===== src/rtl/updn_cntr_param_pkg.sv =====
// Shared types and mode encodings for the parameterised up/down counter.
package updn_pkg;

    // Raw 2-bit encodings as they appear on the mode input.
    localparam logic [1:0] MODE_ENC_WRAP    = 2'b00;
    localparam logic [1:0] MODE_ENC_SAT     = 2'b01;
    localparam logic [1:0] MODE_ENC_ONESHOT = 2'b10;
    localparam logic [1:0] MODE_ENC_RSVD    = 2'b11;

    typedef enum logic [1:0] {
        MODE_WRAP    = 2'b00,
        MODE_SAT     = 2'b01,
        MODE_ONESHOT = 2'b10
    } cntr_mode_t;

    typedef enum logic {
        ST_RUN  = 1'b0,
        ST_DONE = 1'b1
    } cntr_state_t;

    // The reserved encoding falls back to wrap behaviour.
    function automatic cntr_mode_t decode_mode(input logic [1:0] enc);
        cntr_mode_t m;
        case (enc)
            MODE_ENC_SAT:     m = MODE_SAT;
            MODE_ENC_ONESHOT: m = MODE_ONESHOT;
            default:          m = MODE_WRAP;
        endcase
        return m;
    endfunction

endpackage


===== src/rtl/updn_cntr_param_if.sv =====
// Control/status bundle of the up/down counter; master drives, slave counts.
interface updn_cntr_param_if #(
    parameter int WIDTH  = 8,
    parameter int STEP_W = 4
);
    logic              ena;
    logic              up_dn;
    logic [STEP_W-1:0] step;
    logic [1:0]        mode;
    logic [WIDTH-1:0]  max_val;
    logic              load;
    logic [WIDTH-1:0]  load_val;
    logic              clr_ovf;
    logic [WIDTH-1:0]  cnt_out;
    logic              term_cnt;
    logic              evt;
    logic              ovf;
    logic              done;

    modport master (
        output ena, up_dn, step, mode, max_val, load, load_val, clr_ovf,
        input  cnt_out, term_cnt, evt, ovf, done
    );

    modport slave (
        input  ena, up_dn, step, mode, max_val, load, load_val, clr_ovf,
        output cnt_out, term_cnt, evt, ovf, done
    );
endinterface


===== src/rtl/updn_cntr_param_next_val.sv =====
// Combinational next-count arithmetic with boundary detection for one count step.
// Arithmetic runs in WIDTH+1 bits so overshoot past the top of the range is visible.
// STEP_W is expected to be no larger than WIDTH.
module updn_next_val
    import updn_pkg::*;
#(
    parameter int WIDTH  = 8,
    parameter int STEP_W = 4
) (
    input  logic [WIDTH-1:0]  i_cnt,
    input  logic [STEP_W-1:0] i_step,
    input  logic [WIDTH-1:0]  i_max_val,
    input  logic              i_up_dn,
    input  cntr_mode_t        i_mode,
    output logic [WIDTH-1:0]  o_next,
    output logic              o_evt
);

    logic [WIDTH:0]   w_cnt_x;
    logic [WIDTH:0]   w_step_x;
    logic [WIDTH:0]   w_max_x;
    logic [WIDTH:0]   w_max_p1;
    logic [WIDTH:0]   w_sum;
    logic             w_step_gt_max;
    logic [WIDTH-1:0] w_wrap_up;
    logic [WIDTH-1:0] w_diff;
    logic [WIDTH-1:0] w_wrap_dn;

    assign w_cnt_x       = {1'b0, i_cnt};
    assign w_step_x      = {{(WIDTH + 1 - STEP_W){1'b0}}, i_step};
    assign w_max_x       = {1'b0, i_max_val};
    assign w_max_p1      = w_max_x + 1'b1;
    assign w_sum         = w_cnt_x + w_step_x;
    assign w_step_gt_max = (w_step_x > w_max_x);
    // Residues after folding the overshoot back into 0..max_val.
    assign w_wrap_up     = WIDTH'(w_sum - w_max_p1);
    assign w_diff        = WIDTH'(w_cnt_x - w_step_x);
    assign w_wrap_dn     = WIDTH'(w_cnt_x - w_step_x + w_max_p1);

    // Select the in-range result or the mode-specific boundary result.
    always_comb begin
        o_next = i_cnt;
        o_evt  = 1'b0;
        if (i_step == '0) begin
            o_next = i_cnt;
        end else if (i_up_dn) begin
            if (w_sum <= w_max_x) begin
                o_next = w_sum[WIDTH-1:0];
            end else begin
                o_evt = 1'b1;
                case (i_mode)
                    MODE_SAT, MODE_ONESHOT: o_next = i_max_val;
                    default:                o_next = w_step_gt_max ? i_max_val : w_wrap_up;
                endcase
            end
        end else begin
            if (w_step_x <= w_cnt_x) begin
                o_next = w_diff;
            end else begin
                o_evt = 1'b1;
                case (i_mode)
                    MODE_SAT, MODE_ONESHOT: o_next = '0;
                    default:                o_next = w_step_gt_max ? '0 : w_wrap_dn;
                endcase
            end
        end
    end

endmodule


===== src/rtl/updn_cntr_param.sv =====
// Parameterised up/down event/timeout counter: wrap, saturate and one-shot modes,
// synchronous load, registered terminal-count, event pulse and sticky overflow.
module updn_cntr_param
    import updn_pkg::*;
#(
    parameter int WIDTH  = 8,
    parameter int STEP_W = 4
) (
    input  logic              clk,
    input  logic              reset_n,
    updn_cntr_param_if.slave  if_cnt
);

    logic [WIDTH-1:0] r_cnt;
    logic             r_term;
    logic             r_evt;
    logic             r_ovf;
    cntr_state_t      r_state;

    cntr_mode_t       w_mode;
    logic [WIDTH-1:0] w_arith_next;
    logic             w_arith_evt;
    logic [WIDTH-1:0] w_cnt_nxt;
    logic             w_evt_nxt;
    logic             w_ovf_nxt;
    logic             w_term_nxt;
    cntr_state_t      w_state_nxt;

    assign w_mode = decode_mode(if_cnt.mode);

    updn_next_val #(
        .WIDTH  (WIDTH),
        .STEP_W (STEP_W)
    ) u_next_val (
        .i_cnt     (r_cnt),
        .i_step    (if_cnt.step),
        .i_max_val (if_cnt.max_val),
        .i_up_dn   (if_cnt.up_dn),
        .i_mode    (w_mode),
        .o_next    (w_arith_next),
        .o_evt     (w_arith_evt)
    );

    // Next-state and next-output decode: load beats count beats hold; DONE freezes the count.
    always_comb begin
        w_cnt_nxt   = r_cnt;
        w_evt_nxt   = 1'b0;
        w_state_nxt = r_state;
        if (if_cnt.load) begin
            w_cnt_nxt   = if_cnt.load_val;
            w_state_nxt = ST_RUN;
        end else if (r_state == ST_DONE) begin
            if (w_mode != MODE_ONESHOT) begin
                w_state_nxt = ST_RUN;
            end
        end else if (if_cnt.ena) begin
            w_cnt_nxt = w_arith_next;
            w_evt_nxt = w_arith_evt;
            if (w_arith_evt && (w_mode == MODE_ONESHOT)) begin
                w_state_nxt = ST_DONE;
            end
        end
        // A new event outranks a clear arriving on the same edge.
        w_ovf_nxt  = w_evt_nxt ? 1'b1 : (if_cnt.clr_ovf ? 1'b0 : r_ovf);
        w_term_nxt = if_cnt.up_dn ? (w_cnt_nxt == if_cnt.max_val) : (w_cnt_nxt == '0);
    end

    // FSM state register.
    always_ff @(posedge clk or posedge reset_n) begin
        if (reset_n) begin
            r_state <= ST_RUN;
        end else begin
            r_state <= w_state_nxt;
        end
    end

    // Count and status registers.
    always_ff @(posedge clk or posedge reset_n) begin
        if (reset_n) begin
            r_cnt  <= '0;
            r_term <= 1'b0;
            r_evt  <= 1'b0;
            r_ovf  <= 1'b0;
        end else begin
            r_cnt  <= w_cnt_nxt;
            r_term <= w_term_nxt;
            r_evt  <= w_evt_nxt;
            r_ovf  <= w_ovf_nxt;
        end
    end

    assign if_cnt.cnt_out  = r_cnt;
    assign if_cnt.term_cnt = r_term;
    assign if_cnt.evt      = r_evt;
    assign if_cnt.ovf      = r_ovf;
    assign if_cnt.done     = (r_state == ST_DONE);

endmodule


===== src/flat_wrapper.sv =====
// flat-port wrapper written by rule: the top's interface ports become plain ports
module updn_cntr_param_flat import updn_pkg::*;
#(
    parameter int WIDTH  = 8,
    parameter int STEP_W = 4
)
  (clk, reset_n, if_cnt_ena, if_cnt_up_dn, if_cnt_step, if_cnt_mode, if_cnt_max_val, if_cnt_load, if_cnt_load_val, if_cnt_clr_ovf, if_cnt_cnt_out, if_cnt_term_cnt, if_cnt_evt, if_cnt_ovf, if_cnt_done);
  updn_cntr_param_if #(.WIDTH(WIDTH), .STEP_W(STEP_W)) if_cnt_i ();
  input  logic clk;
  input  logic reset_n;
  input wire logic [$bits(if_cnt_i.ena)-1:0] if_cnt_ena;
  input wire logic [$bits(if_cnt_i.up_dn)-1:0] if_cnt_up_dn;
  input wire logic [$bits(if_cnt_i.step)-1:0] if_cnt_step;
  input wire logic [$bits(if_cnt_i.mode)-1:0] if_cnt_mode;
  input wire logic [$bits(if_cnt_i.max_val)-1:0] if_cnt_max_val;
  input wire logic [$bits(if_cnt_i.load)-1:0] if_cnt_load;
  input wire logic [$bits(if_cnt_i.load_val)-1:0] if_cnt_load_val;
  input wire logic [$bits(if_cnt_i.clr_ovf)-1:0] if_cnt_clr_ovf;
  output wire logic [$bits(if_cnt_i.cnt_out)-1:0] if_cnt_cnt_out;
  output wire logic [$bits(if_cnt_i.term_cnt)-1:0] if_cnt_term_cnt;
  output wire logic [$bits(if_cnt_i.evt)-1:0] if_cnt_evt;
  output wire logic [$bits(if_cnt_i.ovf)-1:0] if_cnt_ovf;
  output wire logic [$bits(if_cnt_i.done)-1:0] if_cnt_done;
  assign if_cnt_i.ena = if_cnt_ena;
  assign if_cnt_i.up_dn = if_cnt_up_dn;
  assign if_cnt_i.step = if_cnt_step;
  assign if_cnt_i.mode = if_cnt_mode;
  assign if_cnt_i.max_val = if_cnt_max_val;
  assign if_cnt_i.load = if_cnt_load;
  assign if_cnt_i.load_val = if_cnt_load_val;
  assign if_cnt_i.clr_ovf = if_cnt_clr_ovf;
  assign if_cnt_cnt_out = if_cnt_i.cnt_out;
  assign if_cnt_term_cnt = if_cnt_i.term_cnt;
  assign if_cnt_evt = if_cnt_i.evt;
  assign if_cnt_ovf = if_cnt_i.ovf;
  assign if_cnt_done = if_cnt_i.done;
  updn_cntr_param #(.WIDTH(WIDTH), .STEP_W(STEP_W)) u_core (.clk(clk), .reset_n(reset_n), .if_cnt(if_cnt_i));
endmodule

===== config.mk =====
export PLATFORM = sky130hd
export DESIGN_NAME = updn_cntr_param_flat
export DESIGN_NICKNAME = d
export VERILOG_FILES = /design/src/rtl/updn_cntr_param_pkg.sv /design/src/rtl/updn_cntr_param_if.sv /design/src/rtl/updn_cntr_param_next_val.sv /design/src/rtl/updn_cntr_param.sv /design/src/flat_wrapper.sv
export SDC_FILE = /design/constraint.sdc
export NUM_CORES = 1
export LEC_CHECK = 0
export ABC_AREA = 1
export ABC_CLOCK_PERIOD_IN_PS = 5000
export BUFFER_PORTS_ARGS = -buffer_cell sky130_fd_sc_hd__buf_2
export CORE_MARGIN = 2
export CORE_UTILIZATION = 50
export CTS_CLUSTER_SIZE = 20
export DETAILED_ROUTE_END_ITERATION = 10
export PLACE_DENSITY = 0.71
export SLEW_MARGIN = 20
export SYNTH_ARGS = -nofsm -noshare
export SYNTH_HDL_FRONTEND = slang
export SYNTH_HIERARCHICAL = 1
export SYNTH_SLANG_ARGS = --single-unit

===== constraint.sdc =====
create_clock -name clk -period 5 [get_ports clk]
set_input_delay 1.5 -clock clk [delete_from_list [all_inputs] [get_ports clk]]
set_output_delay 1.5 -clock clk [all_outputs]
set_load 0.02 [all_outputs]

**Yosys cells after proc, flatten, opt, wreduce, memory -nomap -nowiden**

Cells that the tools add are included.

- Register bits: 12
- Latch bits: 0
- Bits in writable memories: 0
- ROM bits: 0
- Input bits: 28
- Output and inout bits: 12
- Word-level logic and storage cells: 51
- Memories: 0

- Add/sub/neg operators: 5
- Multipliers: 0
- Divide/modulo/power cells: 0
- Order comparisons: 3
- Equal/unequal tests: 6
- Shift-type cells: 0
- Muxes and demuxes: 27
- Bitwise operators: 0
- Reduce and logical (&&, ||, !) cells: 5

Operators with widths:

| cell | count |
|---|---|
| 2-to-1 mux 8 bit | 11 |
| 2-to-1 mux 1 bit | 15 |
| adder 8 x 4 -> 9 bit | 1 |
| less-or-equal comparator 9 x 8 -> 1 bit | 1 |
| adder 8 x 1 -> 8 bit (second input constant) | 1 |
| adder 8 bit | 1 |
| == test 8 bit | 1 |
| greater-than comparator 4 x 8 -> 1 bit | 1 |
| less-or-equal comparator 4 x 8 -> 1 bit | 1 |
| logical NOT 8 bit | 1 |
| subtractor 8 x 4 -> 8 bit | 1 |
| subtractor 8 bit | 1 |
| == test 2 x 1 -> 1 bit (second input constant) | 2 |
| == test 2 bit (second input constant) | 2 |
| logical NOT 4 bit | 1 |
| case mux 2 bit (2 select lines) | 1 |
| != test 2 bit (second input constant) | 1 |
| nonzero test 2 bit | 1 |
| OR reduction 2 bit | 1 |
| logical AND 1 bit | 1 |

**Depth between registers and ports, before layout**

Gate-level depths: netlist (run 1).

- Depth after elaboration: 13
- Mapped depth: 34
- Gate-level depth less buffers: 33

**By module**

The synthesis (run 1) kept the hierarchy.

By module, submodules not included:

| module | times used | cells each | area an instance (um^2) | seq. area each (um^2) |
|---|---|---|---|---|
| updn_next_val | 1 | 358 | 2,102.0 | 0.0 |
| updn_cntr_param | 1 | 148 | 967.2 | 300.3 |

**Least setup slack after synthesis (run 1)**

No wires, ideal clock.

- Kind: input -> register
- From: input if_cnt_step[0]
- To: register u_core.r_term, in the netlist u_core/if_cnt.term_cnt
- Library setup time: 0.065 ns
- Arrival: 4.271 ns
- Data required time: 4.935 ns
- Slack: 0.664 ns
- Cell stages on the path: 27
- Path buffers: 0
- Path through: ha_1 > fa_1 > nand2_1 > nand2_1 > nand2_2 > o21ai_0 > o21ai_0 > inv_1 > ha_1 > a21o_1 > a21oi_1 > nand2_1 > nand2_1 > nand2_4 > a21oi_1 > o21ai_1 > a21oi_1 > inv_1 > nand3_1 > nand3_1 > nand3_1 > nand2_1 > inv_1 > nand2_1 > nor2_1 > nand3_1 > nand2_1

- Cells in the longest elaborated chain, start to end: 12
- Elaborated cells on any way between the ends: 22
- Those cells by class: 4 x add/sub; 3 x order compare; 1 x eq/ne; 12 x mux; 2 x reduce/logical

RTL lines:

| item | line | source |
|---|---|---|
| from (decl) | flat_wrapper.sv:13 | `input wire logic [$bits(if_cnt_i.step)-1:0] if_cnt_step;` |
| subtractor 8 x 4 -> 8 bit or adder 8 x 4 -> 9 bit (tied branches) | updn_cntr_param_next_val.sv:37, updn_cntr_param_next_val.sv:38, updn_cntr_param_next_val.sv:33 |  |
| adder 8 bit or subtractor 8 bit (tied branches) | updn_cntr_param_next_val.sv:38, updn_cntr_param_next_val.sv:36 |  |
| 2-to-1 mux 8 bit, on equally long branches | updn_cntr_param_next_val.sv:63, updn_cntr_param_next_val.sv:53 |  |
| 2-to-1 mux 8 bit, on equally long branches | updn_cntr_param_next_val.sv:61, updn_cntr_param_next_val.sv:51 |  |
| 2-to-1 mux 8 bit, on equally long branches | updn_cntr_param_next_val.sv:57, updn_cntr_param_next_val.sv:47 |  |
| 2-to-1 mux 8 bit | updn_cntr_param_next_val.sv:46 | `end else if (i_up_dn) begin` |
| 2-to-1 mux 8 bit (*) | updn_cntr_param_next_val.sv:44 | `if (i_step == '0) begin` |
| named net u_core.w_arith_next[3] | updn_cntr_param.sv:21 | `logic [WIDTH-1:0] w_arith_next;` |
| 2-to-1 mux 8 bit (*) | updn_cntr_param.sv:56 | `end else if (if_cnt.ena) begin` |
| 2-to-1 mux 8 bit (*) | updn_cntr_param.sv:52 | `end else if (r_state == ST_DONE) begin` |
| 2-to-1 mux 8 bit (*) | updn_cntr_param.sv:49 | `if (if_cnt.load) begin` |
| == test 8 bit or logical NOT 8 bit (tied branches) | updn_cntr_param.sv:65 | `w_term_nxt = if_cnt.up_dn ? (w_cnt_nxt == if_cnt.max_val) : (w_cnt_nxt == '0);` |
| 2-to-1 mux 1 bit (*) | updn_cntr_param.sv:65 |  |
| named net u_core.w_term_nxt | updn_cntr_param.sv:26 | `logic w_term_nxt;` |
| to (signal assigned) | updn_cntr_param.sv:86 | `r_term <= w_term_nxt;` |
| to (decl) | updn_cntr_param.sv:15 | `logic r_term;` |

The timed path passes the listed nets; every way through them passes the cells marked *.
A chain may end at the register's enable or synchronous reset.

**Worst setup path after layout (run 1)**

Same ends and word-level chain as after synthesis.

==> metrics.cfg, run 1 <==
[status]
outcome=finished, final reports clean

[worst_setup_path]
cpMostUsedCell=nand2_1
cp_slowest_cell=fa_2
worstSetupStartpointType=primary input
arrival_ns=4.86
critPathMaxStageDelay_ns=0.36
worstPathMaxFanout=8
worst-setup-path-type=in2reg
cp_num_buf_inv=4
critical_path.endpoint_type=flop
path_delay_family=simple AND/OR/NAND/NOR gates
worstPathRequired_ns=5.19
r2r_slack_ns=1.20

[finish]
num_antenna_cells=0
syn_to_final_growth_pct=10.8
nets=617
fin_util_pct=57.4
drive_gt1_share_pct=17.7
final-instance-count-excl-fill=623

[clocking]
cts_buffers=3
cts_tree=built
cts_setup_buffers=0
insertion_delay_ns=0.25
cts.clk_slew.worst_paths_ns=0.05
h-tree-depth=1
ctsHoldBuffers=0
cts.sinks=12
cts_root_buf=clkbuf_8
clockBufferDepth=2

[place]
dp.cells=619
port_buffers=39
preCtsSetupSlack_ns=0.0316
place_congestion=0.963
dp_hpwl_um=7820

[sta]
hold_viol_final=0
fin_crit_ns=4.68
setup_viol_count_final=0
slew_violations=0
worst_clock_skew_ns=0.00542
fin_ws_ns=0.324
fmax_ghz=0.214
period_share_pct=93.5
max_slew_margin_pct=67.3
tightest_slew_ns=0.490

[floorplanning]
start_util_pct=51.8
pin_count=40
fp.dieH_um=82.3
design.die.area_sq_um=6780
die_x_um=82.3
placementRows=28
core_area_sq_um=5920

[power_and_ir_drop]
finalPower_w=0.000981
vdd_drop_max_mv=0.185
leakagePower_nw=1.97
powerDensity_nw_per_um2=288

[flow_run]
drv_cap=0

[detailed_routing]
drc=0
ant_nets=0
viasPerCell=5.39
drt_iter0_drc=377
drt_pass1_iterations=5
wl_per_cell_um=14.8
num_vias=3358
routed_wirelength_um=9230

[logic_synthesis]
yosys_warnings=6
syn_area_sq_um=3070
synth_nets=574
synth.area.top_cells=nand2_1, ha_1, inv_1, dfrtp_1, nand3_1
yosysTopAreaCellShare_pct=17.0
ys_async_sr_fraction_pct=100
yosysTopAreaCell=nand2_1
synthDistinctLibCells=42
seq_area_frac_synth_pct=9.78
syn-mean-instance-area_sq_um=6.07
synthCells=506
synth_edf_count=0
ys_ff_latch=12
synth_flop_cell=dfrtp_1

[global_route]
grt_pass1_wl_um=14700
antenna_found_initial=0
grt_usage_pct=28.8
grt_pass1_vias=2979
grt_max_degree=20
overflow=0

[hold_path]
hold_path_class=reg2reg

## what timing repair did
action | in CTS | in global routing
gates resized for setup | 0 | 6
setup endpoints to repair | 0 | 1
endpoints found under the hold margin | 0 | 0
## final cells by class
cell class	count	area, sq um
clock buffer	4	55.1
fill	612	2520
inverter	94	354
multi-input combinational	391	2340
sequential	12	300
tap	75	93.8
timing repair buffer	47	255
## Yosys cell counts (all sizes together), types with 2 or more instances
| library cell | instances |
|---|---|
| ha | 36 |
| o211ai | 4 |
| nand4 | 8 |
| a21oi | 34 |
| or2 | 8 |
| fa | 4 |
| nand3 | 53 |
| o21ai | 18 |
| xnor2 | 4 |
| nor3 | 8 |
| nand2 | 151 |
| inv | 93 |
| xor2 | 14 |
| nand3b | 3 |
| buf | 9 |
| a31oi | 2 |
| nor2 | 36 |
| dfrtp | 12 |
## worst min-delay path, delay by kind of cell (launching register included)
kind / cells / cell delay [ns]
flip-flops: 1 / 0.38
AO/OA/AOI/OAI: 1 / 0.07
buffers and inverters: 1 / 0.06
## stage by stage
step / hold slack, ns / cell area (sq um) / setup TNS, ns
3_3_place_gp: 0.517 / 3320 / 0
3_5_place_dp: 0.546 / 3320 / 0
2_1_floorplan: 0.606 / 3070 / 0
5_1_grt: 0.565 / 3400 / -0.000695
6_report: 0.552 / 3400 / 0
4_1_cts: 0.553 / 3380 / 0
## flip-flops by register name (all words and copies together) (netlist names)
register	flops
u_core/if_cnt.ovf	1
u_core/if_cnt.evt	1
u_core/if_cnt.cnt_out	8
u_core/if_cnt.term_cnt	1
u_core/if_cnt.done	1
## layout by cell type, fill, tap and decap left out, drive strengths merged
master    n
buf      47
xor2     14
a21oi    34
o21a      1
nor4      1
o211a     1
fa        4
o211ai    4
inv      93
nand3b    3
nand4     8
nor2     36
clkinv    1
o31ai     1
and2      1
a21o      1
dfrtp    12
xnor2     4
nand3    53
o21bai    1
or2       8
o21ai    18
ha       36
nor3      8
and3      1
nand2   151
clkbuf    4
a31oi     2
## kinds of logic after synthesis
kind of cell    Yosys count  synth area share [%]
fa+ha+maj                40                  17.3
compound gates           63                  11.5
xor+xnor                 18                  5.14
simple gates            270                  41.6
flops                    12                  9.78
buf+inv                 103                  14.6
## layer usage
metal  routed length [um]  up-vias  global-route usage [%]
met3                  475       15                    2.83
li1                     -     1694                       -
met1                 4530     1534                    43.6
met5                    0        -                       0
met2                 4090      115                    44.0
met4                  142        0                    5.50
## worst paths after layout
kind                       cells past startpoint                            endpoint                                from
setup / recovery                              28    u_core/if_cnt.term_cnt$_DFF_PP0_                      if_cnt_step[0]
hold / removal                                 2       u_core/if_cnt.ovf$_DFFE_PP0P_       u_core/if_cnt.ovf$_DFFE_PP0P_
setup reg to reg                              27    u_core/if_cnt.term_cnt$_DFF_PP0_  u_core/if_cnt.cnt_out[3]$_DFF_PP0_
hold reg to reg                                2       u_core/if_cnt.ovf$_DFFE_PP0P_       u_core/if_cnt.ovf$_DFFE_PP0P_
max in group asynchronous                      2    u_core/if_cnt.term_cnt$_DFF_PP0_                             reset_n
min in group asynchronous                      2  u_core/if_cnt.cnt_out[2]$_DFF_PP0_                             reset_n
## power by group
part | switching (W) | total, W | internal (W)
clock | 0.0000405 | 0.000110 | 0.0000698
combinational | 0.000460 | 0.000737 | 0.000277
sequential | 0.0000258 | 0.000134 | 0.000108
Note: power is estimated with default switching activity, not from simulation.
==> inputs of run 2 (changes only) <==
- RECOVER_POWER: unset -> 100
==> run 2 against run 1 <==
Count of clock-buffer cells in the layout stayed put. Global-route usage unchanged. Power shrank 0.17%. Sequential cell count unchanged. Die area stayed put. Non-clock buffer count is the same. Final cell count stayed put. Combinational power about the same. Worst setup slack is essentially flat. Clock power is essentially flat. Clock skew rose by 0.00056 ns. Hold slack gained 0.0013 ns. Critical endpoint unchanged.
==> metrics.cfg, run 2 (synthesis gave the netlist of run 1 again) <==
[status]
outcome=finished, final reports clean

[detailed_routing]
viasPerCell=5.44
wl_per_cell_um=14.9
routed_wirelength_um=9290
num_vias=3389
drt_pass1_iterations=5
ant_nets=0
drt_iter0_drc=363
drc=0

[worst_setup_path]
r2r_slack_ns=1.20
worstPathMaxFanout=8
worstSetupStartpointType=primary input
arrival_ns=4.86
worstPathRequired_ns=5.19
r2r-start=u_core/if_cnt.cnt_out[3]$_DFF_PP0_
rr_endpoint=u_core/if_cnt.term_cnt$_DFF_PP0_
critical_path.endpoint_type=flop
worst-setup-path-type=in2reg
worstRegToRegCells=27

[floorplanning]
die_x_um=82.3
placementRows=28
fp.dieH_um=82.3
design.die.area_sq_um=6780
pin_count=40
start_util_pct=51.8
core_area_sq_um=5920

[global_route]
grt_usage_pct=28.8
grt_max_degree=20
antenna_found_initial=0
overflow=0
grt_pass1_wl_um=14700
grt_pass1_vias=2979

[finish]
fin_util_pct=57.2
mostFrequentLayoutCells=nand2_1, inv_1, nand3_1
num_antenna_cells=0
stdcell_area_sq_um=3380
seq_area_sq_um=300
largest_reg_flops=8
drive_gt1_share_pct=15.5
final-instance-count-excl-fill=623
fillers=615
nets=617
multi_input_area_sq_um=2340
mostFrequentLayoutCell=nand2_1
syn_to_final_growth_pct=10.3

[hold_path]
hold_end=u_core/if_cnt.ovf$_DFFE_PP0P_
hold_path_class=reg2reg
worstHoldStart=u_core/if_cnt.ovf$_DFFE_PP0P_
worstHoldPathCells=2

[place]
dpl-instance-area_sq_um=3320
place_congestion=0.963
port_buffers=39
dp_hpwl_um=7820
dp.cells=619

[sta]
max_slew_margin_pct=67.0
worst_clock_skew_ns=0.00599
fin_crit_ns=4.68
setup_viol_count_final=0
hold_viol_final=0
period_share_pct=93.5
tightest_slew_ns=0.495
fmax_ghz=0.214
slew_violations=0

[clocking]
h-tree-depth=1
cts_setup_buffers=0
cts.clk_slew.worst_paths_ns=0.05
cts_buffers=3
cts.sinks=12
clockBufferDepth=2
cts_tree=built
postCtsResizedCells=0
ctsHoldBuffers=0
insertion_delay_ns=0.25
cts_root_buf=clkbuf_8

[flow_run]
drv_cap=0

[power_and_ir_drop]
vdd_drop_max_mv=0.185
powerDensity_nw_per_um2=289
leakagePower_nw=1.93

-- run 2: cell types whose count changed in the layout (fill, tap and decap cells not counted) --
cell,before,now
clkbuf_1,0,12
buf_2,39,27
-- run 2: metal layers --
layer | vias to the layer above | GRT usage (%) | routed length [um] | part of all wire, %
met4 | 0 | 5.50 | 179 | 1.9
met3 | 19 | 2.83 | 575 | 6.2
met2 | 134 | 44.0 | 4050 | 44
li1 | 1694 | - | - | -
met5 | - | 0 | 0 | 0
met1 | 1542 | 43.6 | 4480 | 48
-- run 2: worst max-delay path by stage --
stage / start / endpoint / cells after the start
after floorplan: if_cnt_step[0] / u_core/if_cnt.term_cnt$_DFF_PP0_ / 27
after global routing: if_cnt_step[2] / u_core/if_cnt.term_cnt$_DFF_PP0_ / 32
after CTS: if_cnt_step[0] / u_core/if_cnt.term_cnt$_DFF_PP0_ / 28
after global placement: if_cnt_step[0] / u_core/if_cnt.term_cnt$_DFF_PP0_ / 28
final: if_cnt_step[0] / u_core/if_cnt.term_cnt$_DFF_PP0_ / 28
after detailed placement: if_cnt_step[0] / u_core/if_cnt.term_cnt$_DFF_PP0_ / 28
-- run 2: cell type report --
type / count / area share [%]
clock buffers: 4 / 1.63
well taps: 75 / 2.77
multi-input cells: 391 / 69.2
repair buffers: 47 / 7.10
inverters: 94 / 10.5
flip-flops and latches: 12 / 8.87
-- run 2: critical path, cell delays in order --
cell and delay [ns]:
buf_2 0.13, ha_1 0.21, fa_2 0.36, nand2_1 0.10, nand2_1 0.07, nand2_2 0.09
o21ai_0 0.08, o21ai_0 0.08, inv_1 0.10, ha_1 0.30, a21o_1 0.19, a21oi_1 0.13
nand2_1 0.08, nand2_2 0.10, nand2_4 0.10, a21oi_1 0.16, o21ai_1 0.12, a21oi_2 0.18
inv_1 0.06, nand3_1 0.08, nand3_1 0.10, nand3_1 0.10, nand2_1 0.05, inv_1 0.05
nand2_1 0.06, nor2_1 0.12, nand3_1 0.08, nand2_1 0.06
-- run 2: report_power, final --
group / internal, W / switching [W] / total [W]
clock network: 0.0000699 / 0.0000409 / 0.000111
registers: 0.000108 / 0.0000263 / 0.000134
logic: 0.000274 / 0.000460 / 0.000734
total: 0.000451 / 0.000528 / 0.000979
-- run 2: metrics by stage --
stage / TNS, ns / setup slack [ns] / total power (W) / hold WS, ns
floorplan: 0 / 0.664 / 0.000665 / 0.606
global placement: 0 / 0.157 / 0.000837 / 0.517
detailed placement: 0 / 0.0316 / 0.000849 / 0.546
CTS: 0 / 0.266 / 0.000963 / 0.553
global route: -0.000697 / -0.000697 / 0.00108 / 0.568
finish: 0 / 0.323 / 0.000979 / 0.553
